==> config.mk <==
export PLATFORM = sky130hd
export DESIGN_NAME = nubus_master_ctl_flat
export DESIGN_NICKNAME = d
export VERILOG_FILES = /design/src/rtl/nubus_master_ctl_if.sv /design/src/rtl/nubus_master_ctl.sv /design/src/flat_wrapper.sv
export SDC_FILE = /design/constraint.sdc
export NUM_CORES = 1
export LEC_CHECK = 0
export CAP_MARGIN = 20
export CORE_MARGIN = 4
export CORE_UTILIZATION = 39
export DETAILED_ROUTE_END_ITERATION = 16
export GPL_ROUTABILITY_DRIVEN = 0
export PLACE_DENSITY = 0.76
export SETUP_SLACK_MARGIN = 0.1
export SLEW_MARGIN = 0
export SYNTH_ARGS = -nofsm -noshare
export SYNTH_HDL_FRONTEND = slang
export SYNTH_SLANG_ARGS = --single-unit
==> constraint.sdc <==
create_clock -name mem_clk -period 1.6 [get_ports mem_clk]
set_input_delay 0.24 -clock mem_clk [delete_from_list [all_inputs] [get_ports mem_clk]]
set_output_delay 0.24 -clock mem_clk [all_outputs]
set_load 0.05 [all_outputs]
==> src/rtl/nubus_master_ctl_if.sv <==
// NuBus initiator bundle: CPU request/response plus active-high bus drives.
// master: the controller side; slave: CPU and bus environment side.
interface nubus_master_ctl_if;
  logic        cpu_valid;
  logic [31:0] cpu_addr;
  logic [31:0] cpu_wdata;
  logic [3:0]  cpu_write;
  logic        cpu_lock;
  logic        cpu_ready;
  logic [31:0] cpu_rdata;
  logic        cpu_err;
  logic [1:0]  cpu_status;
  logic        rqst_o;
  logic [3:0]  arb_o;
  logic [3:0]  arb_i;
  logic        start_i;
  logic        start_o;
  logic [1:0]  tm_o;
  logic        tm_oe;
  logic [31:0] ad_o;
  logic        ad_oe;
  logic [31:0] ad_i;
  logic [1:0]  tm_i;
  logic        ack_i;

  modport master (
    input  cpu_valid, cpu_addr, cpu_wdata,
    input  cpu_write, cpu_lock,
    input  arb_i, start_i, ad_i, tm_i, ack_i,
    output cpu_ready, cpu_rdata, cpu_err,
    output cpu_status, rqst_o, arb_o,
    output start_o, tm_o, tm_oe, ad_o, ad_oe
  );

  modport slave (
    output cpu_valid, cpu_addr, cpu_wdata,
    output cpu_write, cpu_lock,
    output arb_i, start_i, ad_i, tm_i, ack_i,
    input  cpu_ready, cpu_rdata, cpu_err,
    input  cpu_status, rqst_o, arb_o,
    input  start_o, tm_o, tm_oe, ad_o, ad_oe
  );
endinterface

==> src/rtl/nubus_master_ctl.sv <==
// NuBus initiator: CPU valid/ready request -> arbitration + start/ack beat.
// Ports: mem_clk, mem_reset (sync, active-high), id (slot), bus (master).
// NUBUS_MASTER_LOCK_EN keeps bus ownership across cpu_lock transactions.
module nubus_master_ctl #(
  parameter int TIMEOUT_CLOCKS = 255,
  parameter int MAX_RETRY      = 3,
  parameter int ARB_CLOCKS     = 2
) (
  input logic                mem_clk,
  input logic                mem_reset,
  input logic [3:0]          id,
  nubus_master_ctl_if.master bus
);
`ifdef NUBUS_MASTER_LOCK_EN
  localparam bit LOCK_EN = 1'b1;
`else
  localparam bit LOCK_EN = 1'b0;
`endif
  localparam int AW = $clog2(ARB_CLOCKS + 1);
  localparam int TW = $clog2(TIMEOUT_CLOCKS + 1);
  localparam int RW = $clog2(MAX_RETRY + 1);

  typedef enum logic [2:0] {
    S_IDLE, S_ARB, S_CHECK, S_START,
    S_DATA, S_ERR, S_DONE
  } state_e;

  state_e      state_q, state_d;
  logic [AW-1:0] arb_cnt_q, arb_cnt_d;
  logic [TW-1:0] tmo_q, tmo_d;
  logic [RW-1:0] retry_q, retry_d;
  logic        busy_q, busy_d;
  logic        lock_held_q, lock_held_d;
  logic [1:0]  status_q, status_d;
  logic [31:0] rdata_q, rdata_d;
  logic [31:2] addr_q, addr_d;
  logic [1:0]  lo_q, lo_d;
  logic [1:0]  tm_q, tm_d;
  logic [31:0] wdata_q, wdata_d;
  logic        lock_q, lock_d;

  logic        enc_ok;
  logic [1:0]  enc_tm;
  logic [1:0]  enc_lo;
  logic        drive;
  logic        unused_addr;

  assign unused_addr = ^bus.cpu_addr[1:0];

  always_comb begin
    enc_ok = 1'b1;
    enc_tm = 2'b10;
    enc_lo = 2'b00;
    case (bus.cpu_write)
      4'b0001: enc_lo = 2'd0;
      4'b0010: enc_lo = 2'd1;
      4'b0100: enc_lo = 2'd2;
      4'b1000: enc_lo = 2'd3;
      4'b0011: begin
        enc_tm = 2'b11;
        enc_lo = 2'b00;
      end
      4'b1100: begin
        enc_tm = 2'b11;
        enc_lo = 2'b10;
      end
      4'b1111: begin
        enc_tm = 2'b11;
        enc_lo = 2'b11;
      end
      4'b0000: begin
        enc_tm = 2'b01;
        enc_lo = 2'b11;
      end
      default: enc_ok = 1'b0;
    endcase
  end

  // Ack wins over a simultaneous start: the tenure that ends is ours to see.
  assign busy_d = bus.ack_i ? 1'b0
                : bus.start_i ? 1'b1 : busy_q;

  always_comb begin
    state_d     = state_q;
    arb_cnt_d   = arb_cnt_q;
    tmo_d       = tmo_q;
    retry_d     = retry_q;
    lock_held_d = lock_held_q;
    status_d    = status_q;
    rdata_d     = rdata_q;
    addr_d      = addr_q;
    lo_d        = lo_q;
    tm_d        = tm_q;
    wdata_d     = wdata_q;
    lock_d      = lock_q;
    drive          = 1'b0;
    bus.cpu_ready  = 1'b0;
    bus.cpu_err    = 1'b0;
    bus.start_o    = 1'b0;
    bus.tm_o       = 2'b00;
    bus.tm_oe      = 1'b0;
    bus.ad_o       = 32'h0;
    bus.ad_oe      = 1'b0;
    unique case (state_q)
      S_IDLE: begin
        // Request is captured every idle clock so a dropped
        // cpu_valid cannot corrupt a transaction in flight.
        addr_d    = bus.cpu_addr[31:2];
        lo_d      = enc_lo;
        tm_d      = enc_tm;
        wdata_d   = bus.cpu_wdata;
        lock_d    = bus.cpu_lock;
        retry_d   = '0;
        arb_cnt_d = '0;
        drive = (lock_held_q | (bus.cpu_valid & enc_ok))
              & ~mem_reset;
        if (bus.cpu_valid) begin
          if (!enc_ok) begin
            status_d = 2'b01;
            state_d  = S_ERR;
          end else if (lock_held_q) begin
            if (!busy_q && !bus.start_i) state_d = S_START;
          end else begin
            // The idle clock that raises arb_o is the first settle clock.
            state_d = (ARB_CLOCKS > 1) ? S_ARB : S_CHECK;
          end
        end
      end
      S_ARB: begin
        drive     = 1'b1;
        arb_cnt_d = arb_cnt_q + AW'(1);
        if (arb_cnt_q == AW'(ARB_CLOCKS - 2)) state_d = S_CHECK;
      end
      S_CHECK: begin
        drive = 1'b1;
        if (bus.arb_i == id && !busy_q && !bus.start_i)
          state_d = S_START;
      end
      S_START: begin
        drive       = 1'b1;
        bus.start_o = 1'b1;
        bus.tm_oe   = 1'b1;
        bus.ad_oe   = 1'b1;
        bus.tm_o    = tm_q;
        bus.ad_o    = {addr_q, lo_q};
        tmo_d       = '0;
        state_d     = S_DATA;
      end
      S_DATA: begin
        drive     = 1'b1;
        bus.ad_oe = tm_q[1];
        bus.ad_o  = tm_q[1] ? wdata_q : 32'h0;
        tmo_d     = tmo_q + TW'(1);
        if (bus.ack_i) begin
          status_d = bus.tm_i;
          if (!tm_q[1]) rdata_d = bus.ad_i;
          if (bus.tm_i == 2'b11 && retry_q < RW'(MAX_RETRY)) begin
            retry_d   = retry_q + RW'(1);
            arb_cnt_d = '0;
            state_d   = (ARB_CLOCKS > 1) ? S_ARB : S_CHECK;
          end else begin
            state_d = S_DONE;
          end
        end else if (tmo_q == TW'(TIMEOUT_CLOCKS - 2)) begin
          // DONE lands exactly TIMEOUT_CLOCKS after START.
          status_d = 2'b10;
          state_d  = S_DONE;
        end
      end
      S_ERR: begin
        drive   = lock_held_q;
        state_d = S_DONE;
      end
      S_DONE: begin
        drive         = LOCK_EN & lock_q;
        bus.cpu_ready = 1'b1;
        bus.cpu_err   = (status_q != 2'b00);
        lock_held_d   = LOCK_EN & lock_q;
        state_d       = S_IDLE;
      end
      default: state_d = S_IDLE;
    endcase
  end

  assign bus.rqst_o     = drive;
  assign bus.arb_o      = drive ? id : 4'h0;
  assign bus.cpu_status = status_q;
  assign bus.cpu_rdata  = rdata_q;

  always_ff @(posedge mem_clk) begin
    if (mem_reset) begin
      state_q     <= S_IDLE;
      arb_cnt_q   <= '0;
      tmo_q       <= '0;
      retry_q     <= '0;
      busy_q      <= 1'b0;
      lock_held_q <= 1'b0;
      status_q    <= 2'b00;
      rdata_q     <= 32'h0;
      addr_q      <= '0;
      lo_q        <= 2'b00;
      tm_q        <= 2'b00;
      wdata_q     <= 32'h0;
      lock_q      <= 1'b0;
    end else begin
      state_q     <= state_d;
      arb_cnt_q   <= arb_cnt_d;
      tmo_q       <= tmo_d;
      retry_q     <= retry_d;
      busy_q      <= busy_d;
      lock_held_q <= lock_held_d;
      status_q    <= status_d;
      rdata_q     <= rdata_d;
      addr_q      <= addr_d;
      lo_q        <= lo_d;
      tm_q        <= tm_d;
      wdata_q     <= wdata_d;
      lock_q      <= lock_d;
    end
  end
endmodule

==> src/flat_wrapper.sv <==
// flat-port wrapper written by rule: the top's interface ports become plain ports
module nubus_master_ctl_flat 
#(
  parameter int TIMEOUT_CLOCKS = 255,
  parameter int MAX_RETRY      = 3,
  parameter int ARB_CLOCKS     = 2
)
  (mem_clk, mem_reset, id, bus_cpu_valid, bus_cpu_addr, bus_cpu_wdata, bus_cpu_write, bus_cpu_lock, bus_arb_i, bus_start_i, bus_ad_i, bus_tm_i, bus_ack_i, bus_cpu_ready, bus_cpu_rdata, bus_cpu_err, bus_cpu_status, bus_rqst_o, bus_arb_o, bus_start_o, bus_tm_o, bus_tm_oe, bus_ad_o, bus_ad_oe);
  nubus_master_ctl_if bus_i ();
  input logic mem_clk;
  input logic mem_reset;
  input logic [3:0] id;
  input wire logic [$bits(bus_i.cpu_valid)-1:0] bus_cpu_valid;
  input wire logic [$bits(bus_i.cpu_addr)-1:0] bus_cpu_addr;
  input wire logic [$bits(bus_i.cpu_wdata)-1:0] bus_cpu_wdata;
  input wire logic [$bits(bus_i.cpu_write)-1:0] bus_cpu_write;
  input wire logic [$bits(bus_i.cpu_lock)-1:0] bus_cpu_lock;
  input wire logic [$bits(bus_i.arb_i)-1:0] bus_arb_i;
  input wire logic [$bits(bus_i.start_i)-1:0] bus_start_i;
  input wire logic [$bits(bus_i.ad_i)-1:0] bus_ad_i;
  input wire logic [$bits(bus_i.tm_i)-1:0] bus_tm_i;
  input wire logic [$bits(bus_i.ack_i)-1:0] bus_ack_i;
  output wire logic [$bits(bus_i.cpu_ready)-1:0] bus_cpu_ready;
  output wire logic [$bits(bus_i.cpu_rdata)-1:0] bus_cpu_rdata;
  output wire logic [$bits(bus_i.cpu_err)-1:0] bus_cpu_err;
  output wire logic [$bits(bus_i.cpu_status)-1:0] bus_cpu_status;
  output wire logic [$bits(bus_i.rqst_o)-1:0] bus_rqst_o;
  output wire logic [$bits(bus_i.arb_o)-1:0] bus_arb_o;
  output wire logic [$bits(bus_i.start_o)-1:0] bus_start_o;
  output wire logic [$bits(bus_i.tm_o)-1:0] bus_tm_o;
  output wire logic [$bits(bus_i.tm_oe)-1:0] bus_tm_oe;
  output wire logic [$bits(bus_i.ad_o)-1:0] bus_ad_o;
  output wire logic [$bits(bus_i.ad_oe)-1:0] bus_ad_oe;
  assign bus_i.cpu_valid = bus_cpu_valid;
  assign bus_i.cpu_addr = bus_cpu_addr;
  assign bus_i.cpu_wdata = bus_cpu_wdata;
  assign bus_i.cpu_write = bus_cpu_write;
  assign bus_i.cpu_lock = bus_cpu_lock;
  assign bus_i.arb_i = bus_arb_i;
  assign bus_i.start_i = bus_start_i;
  assign bus_i.ad_i = bus_ad_i;
  assign bus_i.tm_i = bus_tm_i;
  assign bus_i.ack_i = bus_ack_i;
  assign bus_cpu_ready = bus_i.cpu_ready;
  assign bus_cpu_rdata = bus_i.cpu_rdata;
  assign bus_cpu_err = bus_i.cpu_err;
  assign bus_cpu_status = bus_i.cpu_status;
  assign bus_rqst_o = bus_i.rqst_o;
  assign bus_arb_o = bus_i.arb_o;
  assign bus_start_o = bus_i.start_o;
  assign bus_tm_o = bus_i.tm_o;
  assign bus_tm_oe = bus_i.tm_oe;
  assign bus_ad_o = bus_i.ad_o;
  assign bus_ad_oe = bus_i.ad_oe;
  nubus_master_ctl #(.TIMEOUT_CLOCKS(TIMEOUT_CLOCKS), .MAX_RETRY(MAX_RETRY), .ARB_CLOCKS(ARB_CLOCKS)) u_core (.mem_clk(mem_clk), .mem_reset(mem_reset), .id(id), .bus(bus_i));
endmodule
==> impl_metrics.json <==
{
  "cp_num_buf_inv": 3,
  "reg2reg_setup_slack_ns": -0.33,
  "cts_tree": "built",
  "htree_levels": 4,
  "violations": "setup timing",
  "vdd.ir_drop.worst_uv": 1200,
  "root_buffer": "clkbuf_16",
  "cp_slowest_cell": "dfxtp_2",
  "cts_buffers": 17,
  "grt_pass1_wl_microns": 31900,
  "max_stage_delay_ns": 0.38,
  "fin_crit_sh": 1.31,
  "grt_pass1_vias": 5952,
  "drtPass1Iterations": 5,
  "die_w_microns": 120,
  "slew_headroom": 0.334,
  "fmax_ghz": 0.476,
  "cts_hold_buf": 0,
  "synth_seq_cells": 116,
  "required_ns": 1.36,
  "whs_ns": 0.127,
  "cp.arrival_ns": 1.86,
  "io_pins": 194,
  "core_area_sq_mm": 0.0121,
  "wl_per_cell_microns": 26.4,
  "r2r-end": "u_core.bus.cpu_rdata[6]$_SDFFE_PP0P_",
  "clk_latency_ns": 0.43,
  "ant_nets": 0,
  "drv_cap": 0,
  "cts_max_path_buffers": 2,
  "hold_path_class": "input port to flip-flop",
  "min_period_ns": 2.10,
  "drcViolationCount": 0,
  "dp_hpwl_microns": 11200,
  "tightest_slew_ns": 0.999,
  "rsz0062_at_grt": "yes",
  "setup_viol": 145,
  "grt_usage": 0.283,
  "hold_viol": 0,
  "numClockSinks": 116,
  "leakagePower_nw": 4.44,
  "clkTransAtPathRegs_ns": 0.06,
  "die-area_sq_mm": 0.0143,
  "dpl_worst_slack_ns": -0.445,
  "drv_slew": 0,
  "crit_type": "flip-flop to primary output",
  "p_per_area_mw_per_mm2": 1990,
  "nNetsFinal": 990,
  "grt_max_degree": 61,
  "wirelength_microns": 27800,
  "rr_worst_depth": 7,
  "holdPathEnd": "u_core.arb_cnt_q[1]$_SDFFE_PP0P_",
  "cp_top_family": "simple AND/OR/NAND/NOR gates",
  "crit_fanout": 6,
  "min_path_cells": 3,
  "ys_types": 45,
  "dr.first_iter.drc_count": 651,
  "placementRows": 40,
  "worstPathCellList": "nor3b_4 -> and2_4 -> buf_6 -> buf_8 -> a22o_4 -> buf_12",
  "via_count": 6349,
  "syn-cell-area_sq_mm": 0.00487,
  "post_drt_via_cell_ratio": 6.04,
  "ys_seq_area_frac": 0.477,
  "die_height_microns": 120,
  "antenna_cells": 0,
  "setup_ws_ns": -0.499,
  "status": "complete, but fails checks",
  "overflow": 0,
  "synth_nets": 738,
  "area_growth_pct": 119,
  "start_util": 0.402,
  "critPathLaunchType": "flip-flop",
  "port_buffers": 190,
  "regToRegStartpoint": "u_core.state_q[2]$_SDFFE_PP0P_",
  "cp-end-kind": "primary output",
  "fin_worst_skew_ns": 0.0123,
  "synthCells": 618,
  "worstHoldStart": "mem_reset",
  "avgSynthCellArea_sq_um": 7.88,
  "synth_warnings": 0,
  "grt_antenna_before_repair": 0,
  "drive_gt1_frac": 0.535
}
cell usage after synthesis, drive strengths merged:
master     n  share of area
nor3b      5          0.010
a2bb2oi    1         0.0018
a211oi     4         0.0062
and4       2         0.0036
dfxtp    116           0.48
or3b       1         0.0018
a21oi    111           0.11
a41o       1         0.0021
inv        6         0.0046
clkbuf    30          0.023
o21a       2         0.0031
a311oi     1         0.0018
o2bb2ai    1         0.0018
or2        1         0.0013
nor4       1         0.0013
o31ai      2         0.0031
ha         4          0.010
a2111oi    1         0.0018
a22o      33          0.059
xor2       2         0.0036
nand3b     2         0.0031
nand2    199           0.15
nand4      1         0.0013
buf       20          0.027
nor4b      2         0.0036
or3        2         0.0026
o22ai      1         0.0013
nor2b      2         0.0026
mux2       3         0.0069
or4        1         0.0015
o21ai      8         0.0082
xnor2      5         0.0090
nor2      20          0.015
nand3      6         0.0062
nor3       7         0.0072
a41oi      2         0.0036
and2      10          0.013
nand4b     1         0.0018
o311ai     1         0.0018
layout by cell type, fill, tap and decap left out, types with 4 or more instances in the layout:
master / n
clkbuf_16: 21
and2_4: 8
a21oi_2: 92
nand2_4: 80
nand2_1: 106
nor2_1: 10
a21oi_1: 16
nor2_4: 7
buf_6: 27
bufinv_16: 5
inv_1: 5
clkinvlp_4: 5
buf_8: 7
clkdlybuf4s50_1: 108
buf_12: 60
nand2_2: 13
buf_16: 12
buf_4: 62
dfxtp_1: 113
o21ai_0: 5
a22o_4: 32
nor3_1: 5
ha_1: 4
xnor2_1: 5
nand3_1: 4
flip-flops by register name, summed over array words and instances, names as in the netlist:
| register | count |
|---|---|
| u_core.bus.cpu_rdata | 32 |
| u_core.wdata_q | 32 |
| u_core.retry_q | 2 |
| u_core.tm_q | 2 |
| u_core.bus.cpu_status | 2 |
| u_core.addr_q | 30 |
| u_core.state_q | 3 |
| u_core.arb_cnt_q | 2 |
| u_core.tmo_q | 8 |
| u_core.busy_q | 1 |
| u_core.lo_q | 2 |
per-layer routing:
layer / global-route usage / part of all wire / vias to the layer above
met5: 0 / 0 / -
met4: 0.135 / 0.063 / 0
met3: 0.0763 / 0.090 / 158
met2: 0.495 / 0.49 / 532
met1: 0.318 / 0.35 / 3037
li1: - / - / 2622
worst max path at each step:
stage | from | endpoint | slack [ns] | depth (start not counted)
floorplan | u_core.state_q[0]$_SDFFE_PP0P_ | u_core.tmo_q[5]$_SDFFE_PP0P_ | 0.001 | 5
global placement | bus_cpu_write[1] | bus_arb_o[0] | -0.40 | 6
detailed placement | bus_cpu_write[1] | bus_arb_o[3] | -0.44 | 6
CTS | u_core.state_q[1]$_SDFFE_PP0P_ | bus_ad_o[31] | -0.36 | 6
global route | u_core.state_q[2]$_SDFFE_PP0P_ | bus_ad_o[29] | -0.56 | 6
finish | u_core.state_q[2]$_SDFFE_PP0P_ | bus_ad_o[27] | -0.50 | 6
cell type report:
type                            count  area (sq um)
Timing Repair Buffer              283          3620
Multi-Input combinational cell    446          3820
Sequential cell                   116          2330
Fill cell                         438          1450
Clock buffer                       19           443
Tap cell                          168           210
Inverter                            6          25.0
Clock inverter                     13           206
power breakdown:
group	internal [W]	switching, W
sequential	0.00367	0.000775
combinational	0.00591	0.00662
clock	0.00280	0.00148
logic make-up after synthesis:
kind of cell	count (synthesis)	share of synthesized area
multiplexers	3	0.00693
adder cells (fa/ha/maj)	4	0.0103
buffers and inverters	56	0.0544
AND/OR/NAND/NOR	263	0.229
XOR/XNOR	7	0.0126
flip-flops	116	0.477
AO/OA/AOI/OAI	169	0.210
per-stage QoR:
step           utilization  setup TNS (ns)  cells  cell area (sq um)  power (W)
2_1_floorplan            -               0    618               5290    0.00790
3_3_place_gp         0.645           -3.34    964               7820    0.00991
3_5_place_dp         0.645           -5.43    964               7820     0.0101
4_1_cts              0.773          -32.02   1035               9360     0.0182
5_1_grt              0.880          -43.08   1051              10700     0.0217
6_report             0.880          -35.44   1051              10700     0.0213
tightest hold or removal path, cell delays in order:
cell and delay (ns):
buf_4 0.09, buf_4 0.14, a21oi_1 0.04
repair_timing:
item	CTS	global route
gates cloned	14	6
buffers inserted	25	17
endpoints found under the hold margin	0	0
pin swaps	18	161
setup endpoints to repair	148	156
gates resized for setup	80	306
(Power assumes the default switching activity.)
